<file path="config.mk">
export PLATFORM = sky130hd
export DESIGN_NAME = bp_be_trap_sequencer
export DESIGN_NICKNAME = d
export VERILOG_FILES = /design/src/rtl/bp_be_trap_sequencer.sv
export SDC_FILE = /design/constraint.sdc
export NUM_CORES = 1
export LEC_CHECK = 0
export CORE_MARGIN = 1.5
export CORE_UTILIZATION = 47
export DETAILED_ROUTE_END_ITERATION = 8
export HOLD_SLACK_MARGIN = 0.03
export PLACE_DENSITY_LB_ADDON = 0.12
export SLEW_MARGIN = 20
export SYNTH_ARGS = -nofsm -noshare
export SYNTH_HDL_FRONTEND = slang
export SYNTH_SLANG_ARGS = --single-unit
</file>
<file path="constraint.sdc">
create_clock -name clk_i -period 5.2 [get_ports clk_i]
set_clock_uncertainty 0.1 [all_clocks]
set_input_delay 1.04 -clock clk_i [delete_from_list [all_inputs] [get_ports clk_i]]
set_output_delay 1.04 -clock clk_i [all_outputs]
set_load 0.02 [all_outputs]
</file>
<file path="src/rtl/bp_be_trap_sequencer.sv">
// Trap sequencer: resolves one trap cause per accepted offer, then flushes, writes mcause/mepc/mtval and redirects.
// Optional macro BP_TRAP_VECTORED_EN enables vectored interrupt targets when mtvec_i[1:0]==2'b01.
module bp_be_trap_sequencer #(
    parameter int unsigned vaddr_width_p = 39
) (
    input  logic                     clk_i,
    input  logic                     reset_n_i,
    input  logic                     exc_v_i,
    input  logic [15:0]              exc_i,
    input  logic [vaddr_width_p-1:0] exc_pc_i,
    input  logic [63:0]              exc_tval_i,
    output logic                     exc_ready_o,
    input  logic [2:0]               irq_i,
    input  logic                     irq_en_i,
    input  logic [63:0]              mtvec_i,
    output logic                     csr_w_v_o,
    output logic [11:0]              csr_w_addr_o,
    output logic [63:0]              csr_w_data_o,
    input  logic                     csr_w_ready_i,
    output logic                     flush_o,
    output logic                     redirect_v_o,
    output logic [63:0]              redirect_pc_o,
    output logic                     busy_o
);

    typedef enum logic [2:0] {
        S_IDLE,
        S_FLUSH,
        S_W_CAUSE,
        S_W_EPC,
        S_W_TVAL,
        S_REDIRECT
    } state_e;

    state_e      state_q, state_d;
    logic [63:0] cause_q, cause_d;
    logic [63:0] epc_q, epc_d;
    logic [63:0] tval_q, tval_d;
    logic [63:0] target_q, target_d;

    logic [2:0]  irq_act;
    logic        is_irq;
    logic        is_exc;
    logic [3:0]  code;
    logic [63:0] base;
    logic [63:0] target;

    // Bits 14 and 10 are reserved and masked out of the exception test.
    always_comb begin
        irq_act = irq_i & {3{irq_en_i}};
        is_irq  = |irq_act;
        is_exc  = |(exc_i & 16'hBBFF);
        code    = '0;
        if (irq_act[2])      code = 4'd11;
        else if (irq_act[0]) code = 4'd3;
        else if (irq_act[1]) code = 4'd7;
        else if (exc_i[12])  code = 4'd12;
        else if (exc_i[1])   code = 4'd1;
        else if (exc_i[2])   code = 4'd2;
        else if (exc_i[0])   code = 4'd0;
        else if (exc_i[3])   code = 4'd3;
        else if (exc_i[11])  code = 4'd11;
        else if (exc_i[9])   code = 4'd9;
        else if (exc_i[8])   code = 4'd8;
        else if (exc_i[6])   code = 4'd6;
        else if (exc_i[4])   code = 4'd4;
        else if (exc_i[15])  code = 4'd15;
        else if (exc_i[13])  code = 4'd13;
        else if (exc_i[7])   code = 4'd7;
        else if (exc_i[5])   code = 4'd5;
    end

    always_comb begin
        base   = {mtvec_i[63:2], 2'b00};
        target = base;
`ifdef BP_TRAP_VECTORED_EN
        if (is_irq && (mtvec_i[1:0] == 2'b01)) begin
            target = base + {58'b0, code, 2'b00};
        end
`endif
    end

`ifndef BP_TRAP_VECTORED_EN
    logic unused_mtvec_mode;
    assign unused_mtvec_mode = ^mtvec_i[1:0];
`endif

    always_comb begin
        state_d  = state_q;
        cause_d  = cause_q;
        epc_d    = epc_q;
        tval_d   = tval_q;
        target_d = target_q;
        unique case (state_q)
            S_IDLE: begin
                if (exc_v_i && (is_irq || is_exc)) begin
                    cause_d  = {is_irq, 59'b0, code};
                    epc_d    = {{(64 - vaddr_width_p){exc_pc_i[vaddr_width_p-1]}}, exc_pc_i};
                    tval_d   = is_irq ? '0 : exc_tval_i;
                    target_d = target;
                    state_d  = S_FLUSH;
                end
            end
            S_FLUSH:    state_d = S_W_CAUSE;
            S_W_CAUSE:  if (csr_w_ready_i) state_d = S_W_EPC;
            S_W_EPC:    if (csr_w_ready_i) state_d = S_W_TVAL;
            S_W_TVAL:   if (csr_w_ready_i) state_d = S_REDIRECT;
            S_REDIRECT: state_d = S_IDLE;
            default:    state_d = S_IDLE;
        endcase
    end

    always_ff @(posedge clk_i or negedge reset_n_i) begin
        if (!reset_n_i) begin
            state_q  <= S_IDLE;
            cause_q  <= '0;
            epc_q    <= '0;
            tval_q   <= '0;
            target_q <= '0;
        end else begin
            state_q  <= state_d;
            cause_q  <= cause_d;
            epc_q    <= epc_d;
            tval_q   <= tval_d;
            target_q <= target_d;
        end
    end

    always_comb begin
        exc_ready_o   = (state_q == S_IDLE);
        busy_o        = (state_q != S_IDLE);
        flush_o       = (state_q == S_FLUSH);
        csr_w_v_o     = 1'b0;
        csr_w_addr_o  = '0;
        csr_w_data_o  = '0;
        redirect_v_o  = 1'b0;
        redirect_pc_o = '0;
        unique case (state_q)
            S_W_CAUSE: begin
                csr_w_v_o    = 1'b1;
                csr_w_addr_o = 12'h342;
                csr_w_data_o = cause_q;
            end
            S_W_EPC: begin
                csr_w_v_o    = 1'b1;
                csr_w_addr_o = 12'h341;
                csr_w_data_o = epc_q;
            end
            S_W_TVAL: begin
                csr_w_v_o    = 1'b1;
                csr_w_addr_o = 12'h343;
                csr_w_data_o = tval_q;
            end
            S_REDIRECT: begin
                redirect_v_o  = 1'b1;
                redirect_pc_o = target_q;
            end
            default: ;
        endcase
    end

endmodule

</file>
# After elaboration in Yosys (flattened, before gate mapping)
# Index checks and enable logic that the tools add are counted.
dict set report totals {
  register_bits 173
  inputBits 191
  out_inout_bits 145
  wordCells 52
}
dict set report classes {
  eq_ne 9
  mux 28
  bitwise 1
  n_reduce_logical 9
}
# operator count
set op_table {}
lappend op_table {{64-bit case mux with 3 select lines} 1}
lappend op_table {{64-bit 2-to-1 mux} 2}
lappend op_table {{4-bit 2-to-1 mux} 15}
lappend op_table {{10-bit case mux with 3 select lines} 1}
lappend op_table {{3-bit 2-to-1 mux} 6}
lappend op_table {{3-bit case mux with 5 select lines} 1}
lappend op_table {{14-bit OR reduction} 1}
lappend op_table {{3-bit by 2-bit == test with 1-bit output (second input constant)} 2}
lappend op_table {{3-bit == test (second input constant)} 2}
lappend op_table {{2-bit != test (second input constant)} 3}
lappend op_table {{3-bit OR reduction} 2}
lappend op_table {{4-bit AND reduction} 1}
lappend op_table {{3-bit AND} 1}
lappend op_table {{3-bit by 1-bit == test with 1-bit output (second input constant)} 1}
lappend op_table {{3-bit zero test} 1}
lappend op_table {{3-bit nonzero test} 1}
lappend op_table {{1-bit 2-to-1 mux} 2}
lappend op_table {{2-bit by 1-bit != test with 1-bit output (second input constant)} 1}
lappend op_table {{2-bit AND reduction} 1}
lappend op_table {{1-bit logical AND} 1}
lappend op_table {{1-bit logical OR} 1}

# Longest topological paths before layout
dict set report depth {
  word_depth 17
  ltp_mapped 8
}

# Worst setup path after synthesis
# OpenSTA, ideal clock, no wires.
dict set report synth_path {
  path_type {input port to flip-flop}
  from {in irq_i[0]}
  to {reg target_q[41]}
  arrival_ns 2.647
  required_ns 4.973
  path_slack_ns 2.325
  stages 7
  n_path_buf 3
  path_cell_list {o31ai_2 > nand3_1 > o311ai_4 > buf_4 > buf_6 > buf_8 > mux2_1}
}
dict set report synth_between {
  elab_chain_cells 5
}
# item line_no
set synth_rtl {}
lappend synth_rtl {{start: declaration} 13} ;# input logic [2:0] irq_i,
lappend synth_rtl {{3-bit AND} 50} ;# irq_act = irq_i & {3{irq_en_i}};
lappend synth_rtl {{3-bit OR reduction} 51} ;# is_irq = |irq_act;
lappend synth_rtl {{1-bit logical OR} 96} ;# if (exc_v_i && (is_irq || is_exc)) begin
lappend synth_rtl {{1-bit logical AND} 96}
lappend synth_rtl {{2-bit AND reduction (no source line)} --}
lappend synth_rtl {{end signal: assignment} 125} ;# target_q <= target_d;
lappend synth_rtl {{end: declaration} 39} ;# logic [63:0] target_q, target_d;
# Every way passes these cells.
# A chain may end at the register's enable or synchronous reset.

# Final worst setup path
dict set report layout_path {
  from {reg state_q[0]}
  to {out csr_w_data_o[40]}
}
dict set report layout_between {
  elab_chain_cells 2
}
# item line_no
set layout_rtl {}
lappend layout_rtl {{start: declaration} 35} ;# state_e state_q, state_d;
lappend layout_rtl {{start signal: assignment} 121} ;# state_q <= state_d;
lappend layout_rtl {{3-bit == test / 3-bit by 2-bit == test with 1-bit output (equally long branches)} 138} ;# unique case (state_q)
lappend layout_rtl {{64-bit case mux with 3 select lines (*)} 138}
lappend layout_rtl {{end: declaration} 18} ;# output logic [63:0] csr_w_data_o,
# Every way passes the cells marked *; elsewhere a longest branch is shown, timed or not.

==> impl_metrics.json <==
{
  "status": "complete, no violations",
  "timing.final.hold_violations": 0,
  "syn_avg_cell_area_um2": 10.96,
  "grt_start_max_net_pins": 168,
  "die_w_um": 133.6,
  "antenna_left": 0,
  "clk_latency_ns": 0.42,
  "placedCellCount": 1222,
  "yosysWarnings": 0,
  "p_int_w": 0.003970,
  "post_cts_resized": 0,
  "core_mm2": 0.01664,
  "stdcell_count": 1255,
  "area_delta_synth_final_pct": 48.02,
  "fp-row-count": 47,
  "setup-tns-final_ns": 0,
  "ios": 336,
  "arrival_ns": 3.15,
  "tightest_slew_ns": 0.8669,
  "regToRegSetupSlack_ns": 2.64,
  "final_nets": 1212,
  "p_clk_share_pct": 21.0,
  "switching_share_pct": 33.71,
  "place_area_mm2": 0.01127,
  "io_buffers": 322,
  "die_h_um": 133.6,
  "worstPathMaxFanout": 35,
  "max_cap_viol_count": 0,
  "netlist_instances": 731,
  "min_period_ns": 4.294,
  "grt_use_total_pct": 23.83,
  "cts_made_buffers": 17,
  "power_frac_seq_pct": 39.1,
  "synth_area_mm2": 0.008011,
  "layout_common_cells": "clkdlybuf4s50_1 (321), dfrtp_1 (173), nand2_1 (144)",
  "peakVddDrop_uv": 339.9,
  "cts_max_path_buffers": 2,
  "htree_levels": 4,
  "comb_power_share_pct": 39.9,
  "start_util_pct": 48.14,
  "finalInstanceArea_mm2": 0.01186,
  "dr.pass1.iters": 5,
  "crit_type": "flop to primary output",
  "switchingPower_w": 0.002019,
  "synth_cell_types": 38,
  "hold_buffers": 0,
  "final_common_cell": "clkdlybuf4s50_1",
  "timing.fmax_mhz": 232.9,
  "antenna_found_initial": 1,
  "power_per_cell_area_mw_per_mm2": 505.0,
  "power_w": 0.005989,
  "cts_tree": "built",
  "slew_headroom_pct": 42.21,
  "drc": 0,
  "die_area_mm2": 0.01784,
  "seq_area_frac_synth_pct": 54.04,
  "synth_ff_type": "dfrtp_1",
  "cp-start-kind": "flop",
  "power_leakage_nw": 5.205,
  "async_reset_ff_share_pct": 100.0,
  "slew_violations": 0,
  "rsz0062_at_grt": "false",
  "grt_pass1_vias": 6226,
  "cts_root_buf": "clkbuf_16",
  "holdWs_ns": 0.3743,
  "gp_congestion": 0.8244,
  "clock-sinks": 173,
  "crit_required_ns": 4.06,
  "period_share_pct": 82.58,
  "post_cts_buffers": 0,
  "grt_pass1_wl_um": 33040,
  "grt_overflow": 0,
  "endpoint_kind": "primary output",
  "drive_gt1_share_pct": 11.99,
  "synth_edf_count": 0,
  "cts.clk_slew.worst_paths_ns": 0.06,
  "hpwl_um": 14530,
  "routed_wl_um": 21100,
  "wl_per_cell_um": 16.81,
  "setup_violations": 0,
  "vias_per_cell": 5.014,
  "dr.first_iter.drc_count": 330,
  "hold_path.class": "flop to flop",
  "synth-seq-cells": 173,
  "vias": 6292
}
synthesized netlist by cell type, types with 3 or more instances:
cell,count,share of area (%)
nand2b_1,4,0.31
clkbuf_1,31,1.5
mux2i_1,5,0.62
a21o_1,27,2.5
nor2_1,7,0.33
o21ai_0,76,4.7
a22o_1,35,3.8
a31oi_1,3,0.23
buf_4,29,2.7
mux2_2,79,11
nor3_1,6,0.37
dfrtp_1,173,54
nand2_1,144,6.7
mux2_1,22,3.1
and2_1,62,4.8
worst paths after layout:
check,end,cells past startpoint,from
worst min register to register,cause_q[2]$_DFFE_PN0P_,2,cause_q[2]$_DFFE_PN0P_
worst max-delay path,csr_w_data_o[40],7,state_q[0]$_DFFE_PN0P_
max in group asynchronous,tval_q[35]$_DFFE_PN0P_,2,reset_n_i
worst min-delay path,cause_q[2]$_DFFE_PN0P_,2,cause_q[2]$_DFFE_PN0P_
worst max register to register,epc_q[25]$_DFFE_PN0P_,4,state_q[0]$_DFFE_PN0P_
min in group asynchronous,target_q[57]$_DFFE_PN0P_,1,reset_n_i
worst max-delay path: stages (launching register included):
cell             delay, ns
dfrtp_1               0.72
inv_1                 0.21
nor2_2                0.15
buf_4                 0.40
and2_0                0.19
buf_4                 0.28
a21o_1                0.13
clkdlybuf4s50_1       0.65
per-stage QoR:
stage / setup WS [ns] / utilization (%)
2_1_floorplan: 2.325 / -
3_3_place_gp: 1.379 / 67.74
3_5_place_dp: 1.344 / 67.74
4_1_cts: 0.8716 / 71.24
5_1_grt: 0.6749 / 71.24
6_report: 0.9060 / 71.26
power groups by stage:
stage | clock [W] | combinational (W) | sequential, W
after global routing | 0.00134 | 0.00260 | 0.00242
after CTS | 0.00128 | 0.00242 | 0.00234
after detailed placement | 0 | 0.00241 | 0.00236
after floorplan | 0 | 0.00160 | 0.00224
final | 0.00126 | 0.00239 | 0.00234
after global placement | 0 | 0.00237 | 0.00232
state kept, by name, indices dropped and copies added (netlist names):
signal and cells:
tval_q 64, target_q 62, epc_q 39, cause_q 5, state_q 3
cell families after synthesis:
group | Yosys count | share of synthesized area [%]
other cells | 1 | 0.04681
xor+xnor | 1 | 0.1093
compound gates | 151 | 12.59
buf+inv | 69 | 5.076
mux | 106 | 14.82
simple gates | 230 | 13.32
flops | 173 | 54.04
area by class of cell:
| cell class | instances | area [µm²] |
|---|---|---|
| antenna | 1 | 2.502 |
| clock buffer | 20 | 446.7 |
| clock inverter | 12 | 136.4 |
| fill | 1317 | 4783 |
| inverter | 2 | 7.507 |
| multi-input combinational | 497 | 3327 |
| sequential | 173 | 4329 |
| tap | 220 | 275.3 |
| timing repair buffer | 330 | 3334 |
metal layers:
metal  part of all wire (%)  GRT usage (%)  vias to the layer above
met5                      0              0                        -
met4                    2.4          8.937                        0
met3                    9.3          9.970                       33
met2                     49          39.38                      224
met1                     39          27.76                     2986
li1                       -              -                     3049
No activity file was read; power rests on OpenSTA's default activity.
